## src/rtl/fft384_pkg.sv

```systemverilog
// -----------------------------------------------------------------------------
// fft384_pkg
// Shared definitions for the 384-point FFT datapath: transform size, index
// width, twiddle ROM word component width, the twiddle sequencer state
// encoding and a modular add helper for index arithmetic.
// -----------------------------------------------------------------------------
package fft384_pkg;

    localparam int N_FFT   = 384;
    localparam int A_WIDTH = 9;
    localparam int R_WIDTH = 8;
    // Width of each cos / sin component held in one twiddle ROM word.
    localparam int COS_SIN = 16;

    typedef enum logic [1:0] {
        IDLE = 2'd0,
        RUN  = 2'd1,
        FIN  = 2'd2
    } tw_state_t;

    // (a + b) mod N_FFT for operands already below N_FFT. The sum needs one
    // extra bit, and a single conditional subtract is enough because the sum
    // is always below 2*N_FFT.
    function automatic logic [A_WIDTH-1:0] mod_add(input logic [A_WIDTH-1:0] a,
                                                   input logic [A_WIDTH-1:0] b);
        logic [A_WIDTH:0] sum;
        sum = {1'b0, a} + {1'b0, b};
        if (sum >= (A_WIDTH+1)'(N_FFT)) begin
            sum = sum - (A_WIDTH+1)'(N_FFT);
        end
        return sum[A_WIDTH-1:0];
    endfunction

endpackage

```

## src/rtl/mod384_acc.sv

```systemverilog
// -----------------------------------------------------------------------------
// mod384_acc
// Modular index accumulator: acc <= (acc + step) mod N_FFT when enabled.
// Ports:
//   clk   in   clock
//   rst   in   synchronous active-high reset (acc -> 0)
//   clr   in   clear acc to 0 (wins over en)
//   en    in   advance acc by step
//   step  in   A_WIDTH step, must be < N_FFT
//   acc   out  A_WIDTH current accumulator value
// -----------------------------------------------------------------------------
module mod384_acc
    import fft384_pkg::*;
(
    input  logic               clk,
    input  logic               rst,
    input  logic               clr,
    input  logic               en,
    input  logic [A_WIDTH-1:0] step,
    output logic [A_WIDTH-1:0] acc
);

    always_ff @(posedge clk) begin
        if (rst) begin
            acc <= '0;
        end else if (clr) begin
            acc <= '0;
        end else if (en) begin
            acc <= mod_add(acc, step);
        end
    end

endmodule

```

## src/rtl/twiddle_idx_gen.sv

```systemverilog
// -----------------------------------------------------------------------------
// twiddle_idx_gen
// Issues the twiddle index stream k*step mod N_FFT, k = 0..len-1, repeated
// rep+1 times, towards the twiddle ROM request interface.
//
//   state | meaning
//   IDLE  | waiting for start; index 0 is issued on the accepting edge
//   RUN   | issuing indices (stall holds), or the gap cycle before done
//   FIN   | done (and err) visible for one cycle, then back to IDLE
//
// Ports:
//   clk, rst          clock, synchronous active-high reset
//   start             one-cycle request, sampled only in IDLE
//   cfg_step/len/rep  pass configuration, latched on accepted start
//   stall             hold the stream this cycle
//   din_num, din_vld  registered index and valid towards the ROM
//   busy, done, err   registered status
// -----------------------------------------------------------------------------
module twiddle_idx_gen #(
    parameter int N_FFT   = fft384_pkg::N_FFT,
    parameter int A_WIDTH = fft384_pkg::A_WIDTH,
    parameter int R_WIDTH = fft384_pkg::R_WIDTH
) (
    input  logic               clk,
    input  logic               rst,
    input  logic               start,
    input  logic [A_WIDTH-1:0] cfg_step,
    input  logic [A_WIDTH-1:0] cfg_len,
    input  logic [R_WIDTH-1:0] cfg_rep,
    input  logic               stall,
    output logic [A_WIDTH-1:0] din_num,
    output logic               din_vld,
    output logic               busy,
    output logic               done,
    output logic               err
);

    import fft384_pkg::*;

    localparam logic [A_WIDTH-1:0] N_IDX = A_WIDTH'(N_FFT);

    tw_state_t state_q, state_d;

    logic [A_WIDTH-1:0] step_q, step_d;
    logic [A_WIDTH-1:0] len_q, len_d;
    logic [R_WIDTH-1:0] rep_q, rep_d;
    logic [R_WIDTH-1:0] pass_q, pass_d;
    logic [A_WIDTH-1:0] k_q, k_d;
    logic               last_q, last_d;

    logic [A_WIDTH-1:0] num_d;
    logic               vld_d, busy_d, done_d, err_d;

    logic [A_WIDTH-1:0] len_eff;
    logic               step_ok;
    logic               in_idle;
    logic               issue;
    logic               end_of_pass;
    logic [A_WIDTH-1:0] cur_k, cur_len, cur_step;
    logic [R_WIDTH-1:0] cur_pass, cur_rep;

    logic               acc_clr, acc_en;
    logic [A_WIDTH-1:0] acc_step, acc;

    mod384_acc u_acc (
        .clk  (clk),
        .rst  (rst),
        .clr  (acc_clr),
        .en   (acc_en),
        .step (acc_step),
        .acc  (acc)
    );

    always_ff @(posedge clk) begin
        if (rst) begin
            state_q <= IDLE;
            step_q  <= '0;
            len_q   <= '0;
            rep_q   <= '0;
            pass_q  <= '0;
            k_q     <= '0;
            last_q  <= 1'b0;
            din_num <= '0;
            din_vld <= 1'b0;
            busy    <= 1'b0;
            done    <= 1'b0;
            err     <= 1'b0;
        end else begin
            state_q <= state_d;
            step_q  <= step_d;
            len_q   <= len_d;
            rep_q   <= rep_d;
            pass_q  <= pass_d;
            k_q     <= k_d;
            last_q  <= last_d;
            din_num <= num_d;
            din_vld <= vld_d;
            busy    <= busy_d;
            done    <= done_d;
            err     <= err_d;
        end
    end

    always_comb begin
        len_eff = (cfg_len > N_IDX) ? N_IDX : cfg_len;
        step_ok = (cfg_step < N_IDX);
        in_idle = (state_q == IDLE);

        // In IDLE the first index is issued straight from the incoming
        // configuration; acc, k and pass are all zero there.
        cur_k    = in_idle ? '0       : k_q;
        cur_pass = in_idle ? '0       : pass_q;
        cur_len  = in_idle ? len_eff  : len_q;
        cur_rep  = in_idle ? cfg_rep  : rep_q;
        cur_step = in_idle ? cfg_step : step_q;

        issue = (in_idle && start && step_ok && (len_eff != '0)) ||
                ((state_q == RUN) && !last_q && !stall);
        end_of_pass = (cur_k == cur_len - 1'b1);

        state_d  = state_q;
        step_d   = step_q;
        len_d    = len_q;
        rep_d    = rep_q;
        pass_d   = pass_q;
        k_d      = k_q;
        last_d   = last_q;
        num_d    = din_num;
        vld_d    = 1'b0;
        busy_d   = busy;
        done_d   = 1'b0;
        err_d    = 1'b0;
        acc_clr  = (state_q != RUN);
        acc_en   = 1'b0;
        acc_step = cur_step;

        case (state_q)
            IDLE: begin
                busy_d = 1'b0;
                if (start) begin
                    busy_d = 1'b1;
                    if (!step_ok) begin
                        state_d = FIN;
                        done_d  = 1'b1;
                        err_d   = 1'b1;
                    end else if (len_eff == '0) begin
                        state_d = FIN;
                        done_d  = 1'b1;
                    end else begin
                        state_d = RUN;
                        step_d  = cfg_step;
                        len_d   = len_eff;
                        rep_d   = cfg_rep;
                    end
                end
            end
            RUN: begin
                // last_q marks the gap cycle after the final index, so done
                // lands one cycle after the last din_vld while in FIN.
                if (last_q) begin
                    state_d = FIN;
                    done_d  = 1'b1;
                    last_d  = 1'b0;
                end
            end
            FIN: begin
                state_d = IDLE;
                busy_d  = 1'b0;
            end
            default: begin
                state_d = IDLE;
                busy_d  = 1'b0;
            end
        endcase

        if (issue) begin
            num_d = acc;
            vld_d = 1'b1;
            if (end_of_pass) begin
                k_d     = '0;
                acc_clr = 1'b1;
                if (cur_pass == cur_rep) begin
                    last_d = 1'b1;
                    pass_d = '0;
                end else begin
                    pass_d = cur_pass + 1'b1;
                end
            end else begin
                k_d     = cur_k + 1'b1;
                acc_clr = 1'b0;
                acc_en  = 1'b1;
            end
        end
    end

endmodule

```

## config.mk

```make
export PLATFORM = sky130hd
export DESIGN_NAME = twiddle_idx_gen
export DESIGN_NICKNAME = d
export VERILOG_FILES = /design/src/rtl/fft384_pkg.sv /design/src/rtl/mod384_acc.sv /design/src/rtl/twiddle_idx_gen.sv
export SDC_FILE = /design/constraint.sdc
export NUM_CORES = 1
export LEC_CHECK = 0
export CAP_MARGIN = 30
export CORE_UTILIZATION = 57
export DETAILED_ROUTE_END_ITERATION = 8
export GPL_ROUTABILITY_DRIVEN = 0
export PLACE_DENSITY_LB_ADDON = 0.08
export SETUP_SLACK_MARGIN = 0.2
export SKIP_CTS_REPAIR_TIMING = 1
export SKIP_LAST_GASP = 1
export SYNTH_ARGS = -nofsm -noshare
export SYNTH_HDL_FRONTEND = slang
export SYNTH_SLANG_ARGS = --single-unit
export TNS_END_PERCENT = 10
```

## constraint.sdc

```tcl
create_clock -name clk -period 4.7 [get_ports clk]
set_input_delay 0.47 -clock clk [delete_from_list [all_inputs] [get_ports clk]]
set_output_delay 0.47 -clock clk [all_outputs]
set_load 0.1 [all_outputs]
```

# Word-level counts from Yosys, hierarchy flattened
# Cells that the tools add are included.
# op_classes
add_sub_neg	5
mul	0
n_div	0
magnitude_cmp	3
eq_ne	6
shift	0
muxes	31
bitwise	3
reduce_logical	16
# op_table
operator	count
2-to-1 mux 9 bit	6
2-to-1 mux 8 bit	3
2-to-1 mux 1 bit	15
adder 9 x 9 -> 10 bit	1
greater-or-equal comparator 10 x 9 -> 1 bit (second input constant)	1
adder 9 x 1 -> 9 bit (second input constant)	1
== test 9 bit	1
greater-than comparator 9 bit (second input constant)	1
zero test 9 bit	1
less-than comparator 9 bit (second input constant)	1
nonzero test 9 bit	1
subtractor 9 x 1 -> 9 bit (second input constant)	1
subtractor 9 bit (second input constant)	1
adder 8 x 1 -> 8 bit (second input constant)	1
== test 8 bit	1
2-to-1 mux 2 bit	4
logical AND 1 bit	5
inequality test 2 bit (second input constant)	2
one-hot mux 1 bit (2 select lines)	2
one-hot mux 2 bit (2 select lines)	1
AND reduction 2 bit	2
AND reduction 4 bit	1
NOT 1 bit	3
OR reduction 3 bit	1
6 further kinds	7
# word_totals
ff_bits	68
latchBits	0
ram_bits	0
rom_bits	0
in_bits	30
n_memories	0

# Depth between registers and ports, before layout
# depth
ltp_word	8
depth_mapped	18
depth_no_buf	13

# Cells and area by module
# Synthesis repeated with hierarchy kept, for this count alone.
# hier_totals
hier_cells	492
area_unflattened_um2	3811.2
# by_module_without_submodules
mod	n_inst	cells_per_inst	area_each_um2	seq_area_each_um2
twiddle_idx_gen	1	408	3084.2	1181.1
mod384_acc	1	84	726.9	180.2

# Worst setup path after synthesis
# No wires, ideal clock.
# synth_timing
path_kind	reg-to-reg
from	register state_q[0]
to	register u_acc.acc[8]
setup_ns	0.059
arrival_ns	3.750
t_required_ns	4.641
slack_ns	0.891
stages_incl_launch_ff	19
path_buffers	5
synth_period_minus_slack_ns	3.809
path_cell_list	dfxtp_1 -> buf_6 -> or2_1 -> buf_2 -> buf_2 -> clkbuf_1 -> clkbuf_1 -> nand2_1 -> nand2_1 -> ha_1 -> fa_1 -> a21o_1 -> a21oi_1 -> nor2b_1 -> o311ai_0 -> mux2i_1 -> o21bai_1 -> a2111oi_0 -> a211o_1
# synth_via
elab_chain_cells	7
word_cells_on_any_way	23
cone_classes	add/sub: 3; order compare: 1; eq/ne: 3; mux: 8; reduce/logical: 8
# synth_rtl
item	line_no	rtl
start, declared	twiddle_idx_gen.sv:42	tw_state_t state_q, state_d;
start signal, assigned	twiddle_idx_gen.sv:89	state_q <= state_d;
parallel branches: the longest is 7 deep, another holds adder 9 x 9 -> 10 bit	-	
end signal, assigned	mod384_acc.sv:29	acc <= mod_add(acc, step);
end, declared	mod384_acc.sv:20	output logic [A_WIDTH-1:0] acc
# Parallel ways; which one is timed is not known.
# A chain may end at the register's enable or synchronous reset.

# Worst setup path in the final report
# Same ends and word-level chain as after synthesis.

==> run_results.csv <==
group,metric,value,unit
pwr,combinationalPowerShare,0.237,
floorplan,die_w,85.4,um
clock_tree,clockBufferDepth,2,
finish,drive_gt1_frac,0.0768,
sta,skew,9.49,ps
setup_path,crit_start,"state_q[0]",
pwr,seq_power_share,0.406,
sta,grt_setup_unrepaired,"false",
flow_run,maxCapViolCount,0,
logic_synthesis,postSynthCellCount,505,
grt,grt_start_max_net_pins,61,
finish,multiInputGateArea,0.00246,mm^2
sta,layout_min_cycle_time,3990,ps
logic_synthesis,seq_area_frac_synth,0.343,
setup_path,reg2reg_setup_slack,710,ps
min_path,hold_path.class,"reg2reg",
floorplan,die-area,0.00730,mm^2
sta,fin_crit_sh,0.848,
logic_synthesis,yosysWarnings,0,
clock_tree,cts_tree,"done",
placed_design,dp_hpwl,6910,um
logic_synthesis,yosysUniqueCellTypes,65,
routing,drc,0,
sta,relSlewSlack,0.339,
sta,tightest_slew,988,ps
setup_path,rr_worst_depth,14,
pwr,peakVddDrop,0.188,mV
finish,syn_to_final_growth,17.5,%
grt,antenna_found_initial,0,
clock_tree,clock-sinks,68,
finish,stdcell_area,0.00466,mm^2
setup_path,reg2reg_from,"state_q[0]",
routing,vias,3888,
floorplan,io_pins,43,
setup_path,critical_path.max_fanout,12,
clock_tree,h-tree-depth,3,
routing,avgViaCountPerCell,6.20,
placed_design,io_buffers,42,
pwr,swShare,0.314,
placed_design,placed_area,0.00443,mm^2
finish,register_area,0.00136,mm^2
pwr,power.leakage,1.81,nW
finish,fillers,573,
setup_path,crit_path_end_kind,"flop",
finish,nets,585,
sta,setup_viol,0,
pwr,power.density,331,mW/mm^2
grt,grt_pass1_wl,16900,um
clock_tree,insertion_delay,360,ps
clock_tree,root_buffer,"clkbuf_8",
floorplan,start_util,0.587,
sta,hold-worst-slack,452,ps
logic_synthesis,ys_seq_elements,68,
finish,post-route-util,0.690,
routing,ant_nets,0,
setup_path,cp.arrival,4290,ps
pwr,p_sw,0.485,mW
pwr,clkPwrFrac,0.357,
routing,wl,9970,um
sta,fmaxAchievable,251,MHz
sta,finalHoldViolCount,0,
setup_path,reg2reg_to,"u_acc.acc[8]",
grt,grt_pass1_vias,3690,
clock_tree,numCtsBuffers,9,
logic_synthesis,synth_top_flop_cell,"dfxtp_1",
sta,setup_tns,0,ps
setup_path,cp-endpoint,"u_acc.acc[8]",
outcome,status,"finished, final reports clean",
routing,drt_iter0_drc,297,
logic_synthesis,synth.cell_area,0.00397,mm^2
floorplan,die-height,85.4,um
clock_tree,clkTransAtPathRegs,80,ps
sta,final-max-slew-violation-count,0,
setup_path,start_kind,"flop",
floorplan,rows,30,
logic_synthesis,ys_async_sr_fraction,0,
routing,wire_per_inst,15.9,um
pwr,intPower,1.06,mW
setup_path,critical_path_class,"reg2reg",
logic_synthesis,syn-num-nets,548,
grt,gr-usage-all-layers,0.292,
floorplan,core,0.00676,mm^2
min_path,hp-start,"din_num[7]",
grt,overflow,0,
logic_synthesis,synth_edf_count,0,
setup_path,cp.required,5010,ps
logic_synthesis,avgSynthCellArea,7.85,um^2
finish,diodes,0,
routing,detail_route.first_pass.iterations,5,
-- cell families after synthesis --
family                     count (synthesis)  share of synthesized area
and+or+nand+nor                          228                      0.269
AOI/OAI and AO/OA                        129                      0.227
DFF                                       68                      0.343
buffers and inverters                     32                     0.0382
xor gates and xnor gates                  28                     0.0618
adders and majority gates                 13                     0.0429
muxes                                      7                     0.0177
-- worst min-delay path by stage --
stage | to | slack [ps] | cells past startpoint
floorplan | step_q[0] | 440 | 2
finish | din_num[7] | 450 | 2
CTS | din_num[6] | 460 | 2
global placement | din_num[5] | 440 | 2
detailed placement | din_num[5] | 450 | 2
global route | step_q[6] | 480 | 2
-- flip-flops by register name, indices dropped and copies added, names as in the netlist --
name	cells
busy	1
din_num	9
din_vld	1
done	1
err	1
k_q	9
last_q	1
len_q	9
pass_q	8
rep_q	8
state_q	2
step_q	9
u_acc.acc	9
-- cell usage in the layout, fill, tap and decap left out, types with 7 or more instances in the layout --
cell             count
nand2_1            117
dfxtp_1             68
a21oi_1             54
clkdlybuf4s50_1     41
nor2_1              25
nor3_1              20
xnor2_1             15
nand3_1             14
xor2_1              13
ha_1                12
buf_4               11
and3_1              10
clkbuf_8            10
mux2i_1              7
-- worst max-delay path, stage by stage, from the launching register on --
cell	delay (ps)
dfxtp_1	450
or2_1	350
buf_4	210
nand2_1	70
nand2_1	70
ha_1	210
fa_1	410
a21o_1	180
a21oi_1	250
nor2b_1	130
o311ai_0	650
mux2i_1	290
o21bai_1	80
a2111oi_0	420
a211o_1	170
-- layer usage --
| metal | share of wire | global-route usage | wire length, um | up-vias |
|---|---|---|---|---|
| met5 | 0 | 0 | 0 | - |
| met3 | 0.062 | 0.0477 | 619 | 51 |
| met1 | 0.44 | 0.368 | 4400 | 1772 |
| li1 | - | - | - | 1883 |
| met2 | 0.46 | 0.482 | 4560 | 182 |
| met4 | 0.039 | 0.152 | 389 | 0 |
-- final cells by class --
type                            instances  share of cell area
Inverter                                5             0.00403
Sequential cell                        68               0.292
Multi-Input combinational cell        405               0.527
Timing Repair Buffer                   53               0.107
Tap cell                               80              0.0215
Clock buffer                           11              0.0303
Clock inverter                          5              0.0180
-- cell usage after synthesis (3+ instances only) --
cell type,number,area share
nand2_1,117,0.11
dfxtp_1,68,0.34
a21oi_1,54,0.068
nor2_1,25,0.024
nor3_1,20,0.025
clkbuf_1,19,0.018
xnor2_1,15,0.033
nand3_1,14,0.018
xor2_1,13,0.029
ha_1,12,0.038
and3_1,10,0.016
mux2i_1,7,0.018
a22o_1,6,0.013
a32o_1,6,0.015
nor4_1,6,0.0095
o21ai_0,6,0.0076
or3_1,6,0.0095
inv_1,5,0.0047
nor3b_1,5,0.0095
o21a_1,5,0.0095
buf_2,4,0.0050
nor4b_1,4,0.0088
o21ai_1,4,0.0050
o22ai_1,4,0.0063
a211o_1,3,0.0066
a21o_1,3,0.0057
a22oi_1,3,0.0057
a31oi_1,3,0.0047
and2_1,3,0.0047
buf_6,3,0.0085
nor2b_1,3,0.0047
o2bb2ai_1,3,0.0066
or2_2,3,0.0047
-- per-stage QoR --
step | power (mW) | instances | setup WS, ps
after global placement | 0.990 | 611 | 756
final | 1.54 | 627 | 713
after global routing | 1.61 | 627 | 522
after detailed placement | 0.998 | 611 | 642
after CTS | 1.54 | 627 | 835
after floorplan | 0.899 | 505 | 891
-- power groups by stage --
stage               registers, mW  clock network, mW  logic [mW]
global placement            0.638                  0       0.352
CTS                         0.626              0.554       0.362
finish                      0.626              0.550       0.366
detailed placement          0.639                  0       0.360
global route                0.629              0.582       0.401
floorplan                   0.661                  0       0.238
Power figures use the tool's default switching activity.
